<file path="config.mk">
export PLATFORM = sky130hd
export DESIGN_NAME = req_encoder
export DESIGN_NICKNAME = d
export VERILOG_FILES = /design/src/rtl/req_encoder.sv
export SDC_FILE = /design/constraint.sdc
export NUM_CORES = 1
export LEC_CHECK = 0
export ABC_AREA = 1
export BUFFER_PORTS_ARGS = -buffer_cell sky130_fd_sc_hd__clkbuf_2
export CAP_MARGIN = 40
export CORE_AREA = 4 4 41 43
export DETAILED_ROUTE_END_ITERATION = 10
export DIE_AREA = 0 0 45 47
export HOLD_SLACK_MARGIN = 0.05
export MAX_ROUTING_LAYER = met4
export PLACE_DENSITY_LB_ADDON = 0.15
export SLEW_MARGIN = 5
export SYNTH_ARGS = -nofsm -noshare
export SYNTH_HDL_FRONTEND = slang
export SYNTH_SLANG_ARGS = --single-unit
export TNS_END_PERCENT = 1
</file>
<file path="constraint.sdc">
create_clock -name clk -period 1 [get_ports clk]
set_input_delay 0.2 -clock clk [delete_from_list [all_inputs] [get_ports clk]]
set_output_delay 0.2 -clock clk [all_outputs]
set_load 0.05 [all_outputs]
</file>
<file path="src/rtl/req_encoder.sv">
// req_encoder
//   Turns a multi-hot request vector into a stream of binary indices, lowest
//   set bit first, one index per output handshake. It is the inverse companion
//   of the 2-to-4 one-hot decoder.
//
//   Parameters
//     N  width of the request vector (N >= 2)
//     W  width of the output index   (N <= 2**W)
//
//   Ports
//     clk        rising-edge clock
//     rst_n      asynchronous active-low reset
//     in_valid   in_req is presented
//     in_ready   block can accept a vector (IDLE only)
//     in_req     request vector, bit i set requests index i
//     out_valid  out_idx is valid (SEND only)
//     out_ready  downstream accepts the current index
//     out_idx    binary index of the lowest pending bit
//     out_last   current index is the final one of this vector
//     zero_err   one-cycle pulse after an all-zero vector is accepted
//
//   Every output is decoded from registered state only, so there is no
//   combinational path from in_* or out_ready to any output.
module req_encoder #(
  parameter int N = 4,
  parameter int W = 2
) (
  input  logic         clk,
  input  logic         rst_n,
  input  logic         in_valid,
  output logic         in_ready,
  input  logic [N-1:0] in_req,
  output logic         out_valid,
  input  logic         out_ready,
  output logic [W-1:0] out_idx,
  output logic         out_last,
  output logic         zero_err
);

  if ((N < 2) || (N > (1 << W))) begin : g_bad_cfg
    $error("req_encoder: N=%0d does not fit W=%0d (need 2 <= N <= 2**W)", N, W);
  end

  typedef enum logic {
    IDLE = 1'b0,
    SEND = 1'b1
  } state_t;

  // Position of the lowest set bit, zero-extended to W bits; 0 when none set.
  function automatic logic [W-1:0] lowest_idx(input logic [N-1:0] v);
    logic [W-1:0] idx;
    idx = '0;
    for (int i = N - 1; i >= 0; i--) begin
      if (v[i]) idx = W'(i);
    end
    return idx;
  endfunction

  // True when exactly one bit of v is set.
  function automatic logic is_single(input logic [N-1:0] v);
    return (v != '0) && ((v & (v - N'(1))) == '0);
  endfunction

  // Clearing the lowest set bit is v & (v-1); no index decode needed.
  function automatic logic [N-1:0] drop_lowest(input logic [N-1:0] v);
    return v & (v - N'(1));
  endfunction

  state_t         state, state_nxt;
  logic [N-1:0]   pending, pending_nxt;
  logic           zero_err_q, zero_err_nxt;
  logic           accept;
  logic           beat;

  assign accept = (state == IDLE) && in_valid;
  assign beat   = (state == SEND) && out_ready;

  always_comb begin
    state_nxt    = state;
    pending_nxt  = pending;
    zero_err_nxt = 1'b0;
    case (state)
      IDLE: begin
        if (accept) begin
          if (in_req == '0) begin
            zero_err_nxt = 1'b1;
          end else begin
            pending_nxt = in_req;
            state_nxt   = SEND;
          end
        end
      end
      SEND: begin
        if (beat) begin
          pending_nxt = drop_lowest(pending);
          // Leaving on the final beat; pending is left all-zero so the
          // decoded index reads 0 while idle.
          if (is_single(pending)) state_nxt = IDLE;
        end
      end
      default: begin
        state_nxt   = IDLE;
        pending_nxt = '0;
      end
    endcase
  end

  // ---- state register boundary ----
  always_ff @(posedge clk or negedge rst_n) begin
    if (!rst_n) begin
      state      <= IDLE;
      pending    <= '0;
      zero_err_q <= 1'b0;
    end else begin
      state      <= state_nxt;
      pending    <= pending_nxt;
      zero_err_q <= zero_err_nxt;
    end
  end

  // ---- output decode from registered state ----
  assign in_ready  = (state == IDLE);
  assign out_valid = (state == SEND);
  assign out_idx   = lowest_idx(pending);
  assign out_last  = is_single(pending);
  assign zero_err  = zero_err_q;

endmodule

</file>
==> qor.csv <==
stage,metric,value,unit
status,status,"complete, but fails checks",
status,failing checks,setup timing,
route,# DRC,0,
sta,final setup margin,-0.549,ns
route,Vias,446,
sta,final hold slack,0.186,ns
cells_and_area,# nets final,91,
logic_synthesis,Yosys top cell by area,dfrtp_1,
power_and_ir_drop,Logic pwr share,0.739,
setup_path,"Arr. time, crit path",1.35,ns
setup_path,max incr delay on CP,0.42,ns
setup_path,crit-path cells,"nor2_2, nand2_1, nand2_1, a21boi_4, buf_8",
cells_and_area,Antenna Cells,0,
global_route,first-pass GRT wire length,1860,um
global_route,gr usage total,0.135,
route,Routed WL per cell,11.6,um
power_and_ir_drop,VDD IR max,1700,uV
sta,Final Hold Viols,0,
logic_synthesis,synth warn,0,
setup_path,CP Launch Point,pending[1],
sta,skew final,0.00516,ns
clock_tree,TritonCTS clock tree,done,
setup_path,Startpoint Class,flip-flop,
global_route,initial antenna violation count,0,
floorplan,Site Rows,13,
placed_design,dpl cell area,569,um2
setup_path,Worst path most repeated cell,nand2_1,
route,Initial DRT Pass Iterations,3,
sta,Rel. slew slack,0.888,
sta,period utilization,1.55,
cells_and_area,Post-Route Utilization,0.532,
power_and_ir_drop,pwr dens,3920,mW/mm2
floorplan,Core ar.,0.00130,mm2
global_route,pin count of the biggest net entering global routing,7,
floorplan,die width,45,um
placed_design,PortBufs,13,
floorplan,die height,47,um
power_and_ir_drop,P_int,1400,uW
clock_tree,CTS sink count,6,
power_and_ir_drop,Clock power frac,0.096,
clock_tree,Num CTS Buffers,3,
setup_path,Crit Path Category,reg2out,
logic_synthesis,mapped cell area,364,um2
cells_and_area,Layout area overhead,90.0,%
clock_tree,clock root buffer,clkbuf_4,
power_and_ir_drop,sw power,1310,uW
sta,Least-Margin Pin Slew,0.168,ns
logic_synthesis,Synth cell types,14,
logic_synthesis,instance count of the mapped netlist,52,
setup_path,WP data required,0.80,ns
global_route,vias in the first global route,467,
clock_tree,H-tree lvl count,1,
sta,RSZ-0062 raised after global routing,yes,
placed_design,DP HPWL,835,um
sta,Final setup viols,9,
logic_synthesis,ranking of synthesized cells by area,"dfrtp_1 41%, nand2_1 22%, o21ai_2 7.2%",
route,Routed WL,1120,um
setup_path,worst r2r src,pending[1],
route,Initial DRC Count,8,
sta,post-layout min period,1.55,ns
logic_synthesis,Synth Flop Type,dfrtp_1,
clock_tree,clk buf depth,2,
logic_synthesis,number of synthesized flops with an enable pin,0,
logic_synthesis,register area share after synthesis,0.412,
setup_path,CP Max Fanout,3,
sta,FMAX,645,MHz
logic_synthesis,Post-synth top cells,"21 x nand2_1, 6 x dfrtp_1, 5 x inv_1",
cells_and_area,"Design Area, Final",692,um2
logic_synthesis,Synth top area share,0.412,
floorplan,# IOs,14,
global_route,remaining global-route overflow,0,
route,Antenna Violating Nets Remaining,0,
logic_synthesis,cell with the most instances after synthesis,nand2_1,
clock_tree,Clock transition at path regs,0.06,ns
route,vias per inst,4.60,
worst_hold_path,hold wc startpoint,in_req[0],
setup_path,crit path capture type,output port,
logic_synthesis,Syn Nets,60,
logic_synthesis,number of synthesized register bits,6,
setup_path,critical path's slowest cell,dfrtp_1,
cells_and_area,ratio of cells with drive above 1 in the final layout,0.561,
power_and_ir_drop,leakage,0.000370,uW
logic_synthesis,Mean Syn Cell Area,7.00,um2
job,Max Cap Violations,0,
power_and_ir_drop,Seq pwr share,0.165,
sta,max-slew violations,0,
placed_design,Placer Congestion,0.744,
floorplan,Die ar.,0.00212,mm2
logic_synthesis,ys async rst share,1.00,
power_and_ir_drop,sw frac,0.483,
clock_tree,"Clk Latency, worst-skew pair",0.25,ns
floorplan,initial core utilization,0.280,
worst_hold_path,worst hold path type,in2reg,
==> logic make-up after synthesis <==
group	synth area share
DFF	0.412
and+or+nand+nor	0.381
AOI/OAI and AO/OA	0.134
buffers and inverters	0.0722
==> critical path, delay by kind of cell (launching register included) <==
kind                   cells  cell delay (ns)
buffers and inverters      1             0.15
AO/OA/AOI/OAI              1             0.18
AND/OR/NAND/NOR            3             0.33
flip-flops                 1             0.42
==> registers in the layout (all words and copies together), names as in the netlist <==
| register | flops |
|---|---|
| out_valid | 1 |
| zero_err | 1 |
| pending | 4 |
==> stage by stage <==
stage	std cells	total power [uW]	setup TNS (ns)	setup slack (ns)
floorplan	52	1460	-1.01	-0.240
global placement	91	2060	-0.866	-0.311
detailed placement	91	2070	-0.913	-0.318
CTS	97	2620	-1.95	-0.492
global route	97	2890	-2.69	-0.591
finish	97	2710	-2.12	-0.549
==> worst paths after layout <==
kind | depth (start not counted) | end | slack, ns
setup / recovery | 5 | out_last | -0.55
setup reg to reg | 8 | out_valid | -0.27
max in group asynchronous | 2 | out_valid | 0.52
hold / removal | 3 | pending[0] | 0.19
min in group asynchronous | 2 | pending[1] | 0.31
hold reg to reg | 2 | out_valid | 0.60
==> routing by layer <==
| metal | routed length, um | global-route usage | part of all wire |
|---|---|---|---|
| met5 | 0 | - | 0 |
| met2 | 576 | 0.226 | 0.51 |
| met4 | 46 | 0.105 | 0.041 |
| met1 | 459 | 0.133 | 0.41 |
| met3 | 37 | 0.0345 | 0.033 |
==> repair_timing <==
action                                 CTS  global route
endpoints found under the hold margin    6             0
gates resized for setup                 14             8
hold buffers                             1             0
pin swaps                                1             2
buffers inserted                         1             0
setup endpoints to repair               10            11
==> power groups by stage <==
stage                     registers (uW)  logic [uW]  clock network [uW]
after CTS                            436        1920                 266
after detailed placement             434        1640                   0
after global routing                 457        2140                 283
after global placement               434        1630                   0
after floorplan                      499         963                   0
final                                447        2010                 262
==> cell type report <==
type | count | area [um2]
fill | 131 | 609
timing repair buffer | 26 | 243
multi-input combinational | 39 | 226
sequential | 6 | 151
clock buffer | 4 | 26.3
inverter | 7 | 26.3
tap | 15 | 18.8
==> placed cells by master (no fill, tap or decap), drive strengths merged <==
cell,Yosys,routed
buf,0,16
nor2,4,4
dfrtp,6,6
clkbuf,0,13
nor3,1,1
o21ai,5,5
dlygate4sd3,0,1
a21oi,1,1
nand3,4,4
nand2,23,23
inv,7,7
a21boi,1,1
Power figures use the tool's default switching activity.
